===== config.mk =====
export PLATFORM = sky130hd
export DESIGN_NAME = morse_press_classifier
export DESIGN_NICKNAME = d
export VERILOG_FILES = /design/src/rtl/morse_press_classifier.sv
export SDC_FILE = /design/constraint.sdc
export NUM_CORES = 1
export LEC_CHECK = 0
export ABC_AREA = 1
export ABC_CLOCK_PERIOD_IN_PS = 2000
export CAP_MARGIN = 10
export CORE_MARGIN = 2
export CORE_UTILIZATION = 30
export CTS_BUF_LIST = sky130_fd_sc_hd__clkbuf_2
export DETAILED_ROUTE_END_ITERATION = 7
export PLACE_DENSITY = 0.57
export SLEW_MARGIN = 0
export SYNTH_ARGS = -nofsm -noshare
export SYNTH_HDL_FRONTEND = slang
export SYNTH_SLANG_ARGS = --single-unit

===== constraint.sdc =====
create_clock -name clk -period 2 [get_ports clk]
set_input_delay 0.5 -clock clk [delete_from_list [all_inputs] [get_ports clk]]
set_output_delay 0.5 -clock clk [all_outputs]
set_load 0.1 [all_outputs]

===== src/rtl/morse_press_classifier.sv =====
// Measures debounced key press/gap durations, classifies dots and dashes,
// and assembles up to five symbols into a letter, flagging letter and word gaps.
module morse_press_classifier #(
    parameter int unsigned TICK_DIV   = 1_000_000,
    parameter int unsigned MIN_PRESS  = 2,
    parameter int unsigned DOT_MAX    = 20,
    parameter int unsigned LETTER_GAP = 30,
    parameter int unsigned WORD_GAP   = 70
) (
    input  logic       clk,
    input  logic       rst_n,
    input  logic       key,
    output logic       sym_valid,
    output logic       sym_dash,
    output logic       letter_valid,
    output logic [4:0] letter_code,
    output logic [2:0] letter_len,
    output logic       letter_overflow,
    output logic       word_gap
);

    localparam int unsigned PW      = $clog2(TICK_DIV);
    localparam int unsigned CW      = $clog2(WORD_GAP + 1);
    localparam int unsigned MAX_SYM = 5;

    typedef enum logic [1:0] {IDLE, PRESS, GAP} state_t;

    state_t        state;
    logic          key_q;
    logic [PW-1:0] presc;
    logic [CW-1:0] press_cnt;
    logic [CW-1:0] gap_cnt;
    logic [4:0]    sym_buf;
    logic [2:0]    len;
    logic          ovf;

    logic          rise;
    logic          fall;
    logic          tick;
    logic          is_dash;
    logic [CW-1:0] press_inc;
    logic [CW-1:0] gap_inc;

    assign rise      = key & ~key_q;
    assign fall      = ~key & key_q;
    assign tick      = (presc == PW'(TICK_DIV - 1));
    assign is_dash   = (press_cnt >= CW'(DOT_MAX));
    // Both duration counters saturate at the word gap so a held key cannot wrap.
    assign press_inc = (press_cnt == CW'(WORD_GAP)) ? press_cnt : press_cnt + CW'(1);
    assign gap_inc   = (gap_cnt == CW'(WORD_GAP)) ? gap_cnt : gap_cnt + CW'(1);

    always_ff @(posedge clk) begin
        if (!rst_n) begin
            state           <= IDLE;
            key_q           <= 1'b0;
            presc           <= '0;
            press_cnt       <= '0;
            gap_cnt         <= '0;
            sym_buf         <= '0;
            len             <= '0;
            ovf             <= 1'b0;
            sym_valid       <= 1'b0;
            sym_dash        <= 1'b0;
            letter_valid    <= 1'b0;
            letter_code     <= '0;
            letter_len      <= '0;
            letter_overflow <= 1'b0;
            word_gap        <= 1'b0;
        end else begin
            key_q        <= key;
            sym_valid    <= 1'b0;
            letter_valid <= 1'b0;
            word_gap     <= 1'b0;

            // Prescaler restarts on every key edge so durations align to the edge.
            if (rise || fall || tick) begin
                presc <= '0;
            end else begin
                presc <= presc + PW'(1);
            end

            case (state)
                IDLE: begin
                    if (rise) begin
                        state     <= PRESS;
                        press_cnt <= '0;
                    end
                end
                PRESS: begin
                    if (fall) begin
                        gap_cnt <= '0;
                        if (press_cnt < CW'(MIN_PRESS)) begin
                            state <= (len != 3'd0) ? GAP : IDLE;
                        end else begin
                            sym_valid <= 1'b1;
                            sym_dash  <= is_dash;
                            if (len < 3'(MAX_SYM)) begin
                                sym_buf[len] <= is_dash;
                                len          <= len + 3'd1;
                            end else begin
                                ovf <= 1'b1;
                            end
                            state <= GAP;
                        end
                    end else if (tick) begin
                        press_cnt <= press_inc;
                    end
                end
                GAP: begin
                    // A new press wins over a closing tick; the letter stays open.
                    if (rise) begin
                        state     <= PRESS;
                        press_cnt <= '0;
                    end else if (tick) begin
                        gap_cnt <= gap_inc;
                        if (gap_inc == CW'(LETTER_GAP) && len != 3'd0) begin
                            letter_valid    <= 1'b1;
                            letter_code     <= sym_buf;
                            letter_len      <= len;
                            letter_overflow <= ovf;
                            sym_buf         <= '0;
                            len             <= '0;
                            ovf             <= 1'b0;
                        end
                        if (gap_inc == CW'(WORD_GAP)) begin
                            word_gap <= 1'b1;
                            state    <= IDLE;
                        end
                    end
                end
                default: state <= IDLE;
            endcase
        end
    end

endmodule


==> results.yml, run 1 <==
synth:
  async_flop_share_pct: 0
  synth_fp_nets: 448
  syn_area_um2: 3034
  yosysMostFrequentCell: "nand2_1"
  synthCells: 435
  netlist_top_cells_area: "dfxtp_1, nand2_1, nor2_1"
  synth_edf_count: 0
  synth-main-ff-cell: "dfxtp_1"
  syn_area_per_cell_um2: 6.975
  yosysWarnings: 0
  yosysTopAreaCellShare_pct: 38.93
  ys_ff_latch: 59
  ys_types: 32
  yosysSeqAreaShare_pct: 38.93
  netlist.top_cell.by_area: "dfxtp_1"
  ys_top_cells_by_count: "nand2_1, nor2_1, dfxtp_1"
global_route:
  grt_pass1_vias: 2530
  grt_first_pass_wirelength_um: 11650
  grt.total_usage_pct: 13.02
  antenna_found_initial: 0
  overflow: 0
  grt_max_degree: 22
placement:
  numPortBuffers: 15
  gp_congestion: 0.7919
  hpwl_um: 4937
  dp_cells: 598
  dpl_cell_area_um2: 3581
die:
  die_y_um: 104.6
  die_w_um: 104.6
  io_pins: 16
  core_area_um2: 9774
  die_area_um2: 10930
  start_util_pct: 31.04
  fp-row-count: 36
final_layout:
  multi_input_area_um2: 1648
  area_delta_synth_final_pct: 25.11
  drive_gt1_share_pct: 20.78
  diodes: 0
  stdcell_count: 619
  fillCellCount: 1016
  design_area_um2: 3796
  seq_area_um2: 1195
  utilization_pct: 38.84
  fin_nets: 495
drt:
  drt_wl_total_um: 6692
  drtIter0Drc: 128
  dr_total_vias: 2790
  final_antenna_net_count: 0
  drt_pass1_iterations: 4
  wl_per_cell_um: 10.81
  drc_errors: 0
  viasPerCell: 4.507
clocking:
  cts_buffer_depth: 2
  cts.sinks: 59
  clkTransAtPathRegs_ns: 0.16
  clkLatencyLatePin_ns: 0.47
  cts-htree-levels: 3
  cts_tree: "built"
  numCtsBuffers: 9
  root_buffer: "clkbuf_2"
critical_path:
  worst_r2r_path_depth: 14
  crit_path_cell_trace: "inv_1 -> ha_1 -> nand2_1 -> inv_2 -> nand3_2 -> nand2_2 -> nand3_4 -> nor2_4 -> nand2_2 -> nor2_4 -> buf_12 -> buf_12 -> o21ai_1 -> nor2_1"
  crit_slowest_cell: "dfxtp_4"
  worstPathArrival_ns: 2.26
  start_kind: "flip-flop"
  critPathBufInv: 4
  required_ns: 2.41
  slowest_delay_ns: 0.39
  reg2reg_slack_ns: 0.16
  path_depth: 14
  end_kind: "flip-flop"
  crit_fanout: 9
  crit_family: "simple AND/OR/NAND/NOR gates"
  critPathKind: "reg2reg"
power:
  peakVddDrop_uv: 284.4
  p_per_area_nw_per_um2: 522.6
  p_total_mw: 1.984
  leakage_nw: 1.506
timing:
  clock.fmax_mhz: 542.3
  finalSetupTns_ns: 0
  slew_violations: 0
  hold_viol: 0
  tightest_slew_ns: 0.3455
  period_share_pct: 92.20
  clock_skew_ns: 0.01355
  finalSetupViolations: 0
  slew_headroom_pct: 76.94
  fin_crit_ns: 1.844
min_path:
  hold_path.class: "reg2reg"
  hold_path_depth: 1
job:
  maxCapViolations: 0
outcome:
  outcome: "finished clean"
logic make-up (layout without fill, tap and decap cells):
kind of cell               after synthesis  in the layout  share of synthesized area (%)
and+or+nand+nor                        234            234                          35.55
buffers and inverters                   63            114                          8.371
AOI/OAI and AO/OA                       62             62                          11.01
DFF                                     59             59                          38.93
adders and majority gates               10             10                          4.124
xor gates and xnor gates                 7              7                          2.021
cells in the final DEF (no fill, tap or decap), types with 2 or more instances in the layout:
cell type         n
nand2_1          87
nor2_1           68
dfxtp_1          54
inv_1            49
buf_4            30
a21oi_1          29
nand3_1          19
o21ai_0          15
nand4_1          12
buf_12           12
ha_1             10
clkbuf_2         10
nor2_2            9
nand2_2           9
o21ai_1           8
nor3_1            7
xor2_1            5
inv_2             5
clkinv_1          5
nand3_2           5
nor3_2            4
a211oi_1          4
or2_2             3
nor3b_1           3
a31oi_1           3
nor2_4            3
dfxtp_4           3
xnor2_1           2
clkdlybuf4s50_1   2
dfxtp_2           2
power by group:
group / leakage, nW / total, mW / internal, mW / switching [mW]
clock: 0.0619 / 0.688 / 0.272 / 0.416
sequential: 0.479 / 1.18 / 1.18 / 0.00488
combinational: 0.965 / 0.113 / 0.0463 / 0.0663
total: 1.51 / 1.98 / 1.50 / 0.487
per-stage QoR:
| stage | hold WS (ns) | worst slack, ns |
|---|---|---|
| 2_1_floorplan | 0.4175 | 0.3110 |
| 3_3_place_gp | 0.4306 | -0.2288 |
| 3_5_place_dp | 0.4401 | -0.2771 |
| 4_1_cts | 0.4717 | 0.07390 |
| 5_1_grt | 0.4466 | -0.03203 |
| 6_report | 0.4266 | 0.1561 |
metal layers:
metal	vias up	share of wire (%)	track usage [%]
li1	1496	-	-
met1	1251	53	17.89
met2	38	43	19.47
met3	5	3.2	3.743
met4	0	0.91	4.440
met5	-	0	0
final timing paths:
kind,start,to
worst max register to register,gap_cnt[0],letter_code[1]
worst min-delay path,presc[0],presc[0]
worst min register to register,presc[0],presc[0]
worst max-delay path,gap_cnt[0],letter_code[1]
registers in the layout, indices dropped and copies added, names as in the netlist:
signal           flops
presc               20
gap_cnt              7
press_cnt            7
letter_code          5
sym_buf              5
len                  3
letter_len           3
state                2
key_q                1
letter_overflow      1
letter_valid         1
ovf                  1
sym_dash             1
sym_valid            1
word_gap             1
cell type report:
cell class / instances / share of cell area, %
Sequential cell: 59 / 31.48
Clock buffer: 10 / 1.318
Inverter: 55 / 5.438
Multi-Input combinational cell: 313 / 43.41
Tap cell: 133 / 4.384
Timing Repair Buffer: 44 / 12.79
Clock inverter: 5 / 1.187
timing repair:
action	4_1_cts	5_1_grt
buffers inserted	0	6
setup endpoints to repair	0	28
resized for setup	0	24
hold buffers	0	0
No activity file was read; power rests on OpenSTA's default activity.
==> inputs of run 2 (changes only) <==
--- a/config.mk
+++ b/config.mk
@@ -12,7 +12,8 @@
 export CORE_UTILIZATION = 30
 export CTS_BUF_LIST = sky130_fd_sc_hd__clkbuf_2
 export DETAILED_ROUTE_END_ITERATION = 7
-export PLACE_DENSITY = 0.57
+export DONT_BUFFER_PORTS = 1
+export PLACE_DENSITY = 0.55
 export SLEW_MARGIN = 0
 export SYNTH_ARGS = -nofsm -noshare
 export SYNTH_HDL_FRONTEND = slang
==> results.yml, run 2 (synthesis results as in run 1) <==
job:
  maxCapViolations: 0
critical_path:
  start_kind: "flip-flop"
  end_kind: "flip-flop"
  crit_slowest_cell: "dfxtp_4"
  r2r_end: "sym_buf[0]"
  crit_top_cell: "nand3_2"
  reg2reg_slack_ns: 0.16
  worstPathArrival_ns: 2.27
  crit_family: "simple AND/OR/NAND/NOR gates"
  r2r-start: "gap_cnt[0]"
  slowest_delay_ns: 0.39
  required_ns: 2.43
  critPathKind: "reg2reg"
  crit_path_cell_trace: "inv_1 -> ha_1 -> nand2_1 -> inv_1 -> nand3_2 -> nand2_2 -> nand3_2 -> nor2_4 -> nand3_2 -> nand2_2 -> buf_4 -> nand4_1 -> a21oi_2"
  critPathBufInv: 3
  worst_r2r_path_depth: 13
  crit_fanout: 7
drt:
  drc_errors: 0
  dr_total_vias: 2781
  drt_pass1_iterations: 4
  wl_per_cell_um: 10.99
  drtIter0Drc: 133
  final_antenna_net_count: 0
  viasPerCell: 4.643
  drt_wl_total_um: 6582
min_path:
  hold_path.class: "in2reg"
  hold_path_depth: 2
  hold_path_end: "key_q"
  min_from: "key"
power:
  p_switching_mw: 0.5030
  comb_power_share_pct: 3.8
  p_clk_share_pct: 40.3
  p_per_area_nw_per_um2: 604.5
  leakage_nw: 1.388
  p_total_mw: 2.115
  p_int_mw: 1.612
  p_seq_share_pct: 56.0
  swShare_pct: 23.78
  peakVddDrop_uv: 260.2
final_layout:
  diodes: 0
  final_cell_mix: "nand2_1, nor2_1, dfxtp_1, inv_1, a21oi_1"
  stdcell_count: 599
  reg.largest.list: "presc x20, gap_cnt x7, press_cnt x7"
  largest_register: "presc"
  final_common_cell: "nand2_1"
  drive_gt1_share_pct: 16.74
  largest_reg_flops: 20
  area_delta_synth_final_pct: 15.34
  fin_nets: 474
placement:
  place_ws_ns: 0.05243
  numPortBuffers: 0
  gp_congestion: 0.8207
  hpwl_um: 4822
  dp_cells: 581
clocking:
  clkTransAtPathRegs_ns: 0.16
  cts.sinks: 59
  numCtsBuffers: 9
  root_buffer: "clkbuf_2"
  ctsHoldBuffers: 0
  cts-htree-levels: 3
  cts_tree: "built"
  clkLatencyLatePin_ns: 0.50
  cts_buffer_depth: 2
timing:
  finalSetupViolations: 0
  fin_crit_ns: 1.838
  rsz0062_at_grt: "no"
  clock_skew_ns: 0.02899
  tightest_slew_ns: 0.3650
  clock.fmax_mhz: 544.1
  period_share_pct: 91.90
  slew_violations: 0
  slew_headroom_pct: 75.64
  worst_slack_ns: 0.1619
  finalSetupTns_ns: 0
  hold_viol: 0
die:
  start_util_pct: 31.04
  io_pins: 16
  die_area_um2: 10930
  fp-row-count: 36
  die_w_um: 104.6
  die_y_um: 104.6
  core_area_um2: 9774
outcome:
  outcome: "finished clean"
global_route:
  antenna_found_initial: 0
  grt_first_pass_wirelength_um: 11630
  grt.total_usage_pct: 12.93
  overflow: 0
  grt_max_degree: 22
  grt_pass1_vias: 2612
## run 2: cell types whose count changed in the layout (fill, tap and decap cells not counted), moves of 2 or more
cell,delta
inv_2,-2
buf_12,-11
clkdlybuf4s50_1,-2
nor2_1,+4
dfxtp_2,+2
buf_4,-8
nor2_2,-4
## run 2: through the flow
| stage | area, um^2 | hold slack (ns) | util [%] |
|---|---|---|---|
| 6_report | 3500 | 0.09211 | 35.80 |
| 5_1_grt | 3500 | 0.03723 | 35.80 |
| 3_5_place_dp | 3311 | 0.4424 | 33.87 |
| 2_1_floorplan | 3034 | 0.4175 | - |
| 3_3_place_gp | 3311 | 0.4276 | 33.87 |
| 4_1_cts | 3441 | 0.05377 | 35.20 |
## run 2: metal layers
layer,up-vias,global-route usage (%),wire length [um]
li1,1457,-,-
met1,1263,16.66,3291
met2,47,20.07,2894
met3,14,3.805,249
met4,0,5.502,146
met5,-,0,0
## run 2: worst max path at each step
stage | startpoint | endpoint | slack (ns) | cells past startpoint
final | gap_cnt[0] | sym_buf[0] | 0.16 | 13
after global routing | presc[0] | letter_len[0] | 0.0005 | 10
after CTS | len[0] | letter_len[2] | 0.02 | 11
after detailed placement | gap_cnt[0] | letter_len[0] | 0.05 | 11
after global placement | len[0] | letter_len[0] | 0.07 | 11
after floorplan | gap_cnt[0] | letter_len[1] | 0.31 | 12
## run 2: power by group through the flow
stage | clock, mW | combinational (mW) | sequential (mW)
after floorplan | 0 | 0.0602 | 1.21
after global placement | 0 | 0.0780 | 1.21
after detailed placement | 0 | 0.0794 | 1.21
after CTS | 0.888 | 0.0797 | 1.19
after global routing | 0.932 | 0.0896 | 1.19
final | 0.852 | 0.0798 | 1.18
## run 2: layout make-up
cell class / instances / area [um^2]
inverter: 55 / 206.4
clock buffer: 10 / 50.05
tap: 133 / 166.4
sequential: 59 / 1194
fill: 1065 / 6275
clock inverter: 6 / 80.08
timing repair buffer: 23 / 185.2
multi-input combinational: 313 / 1618
## run 2: repair_timing
action / in CTS / in global routing
setup buffers: 0 / 2
endpoints found under the setup margin: 0 / 28
resized for setup: 0 / 13
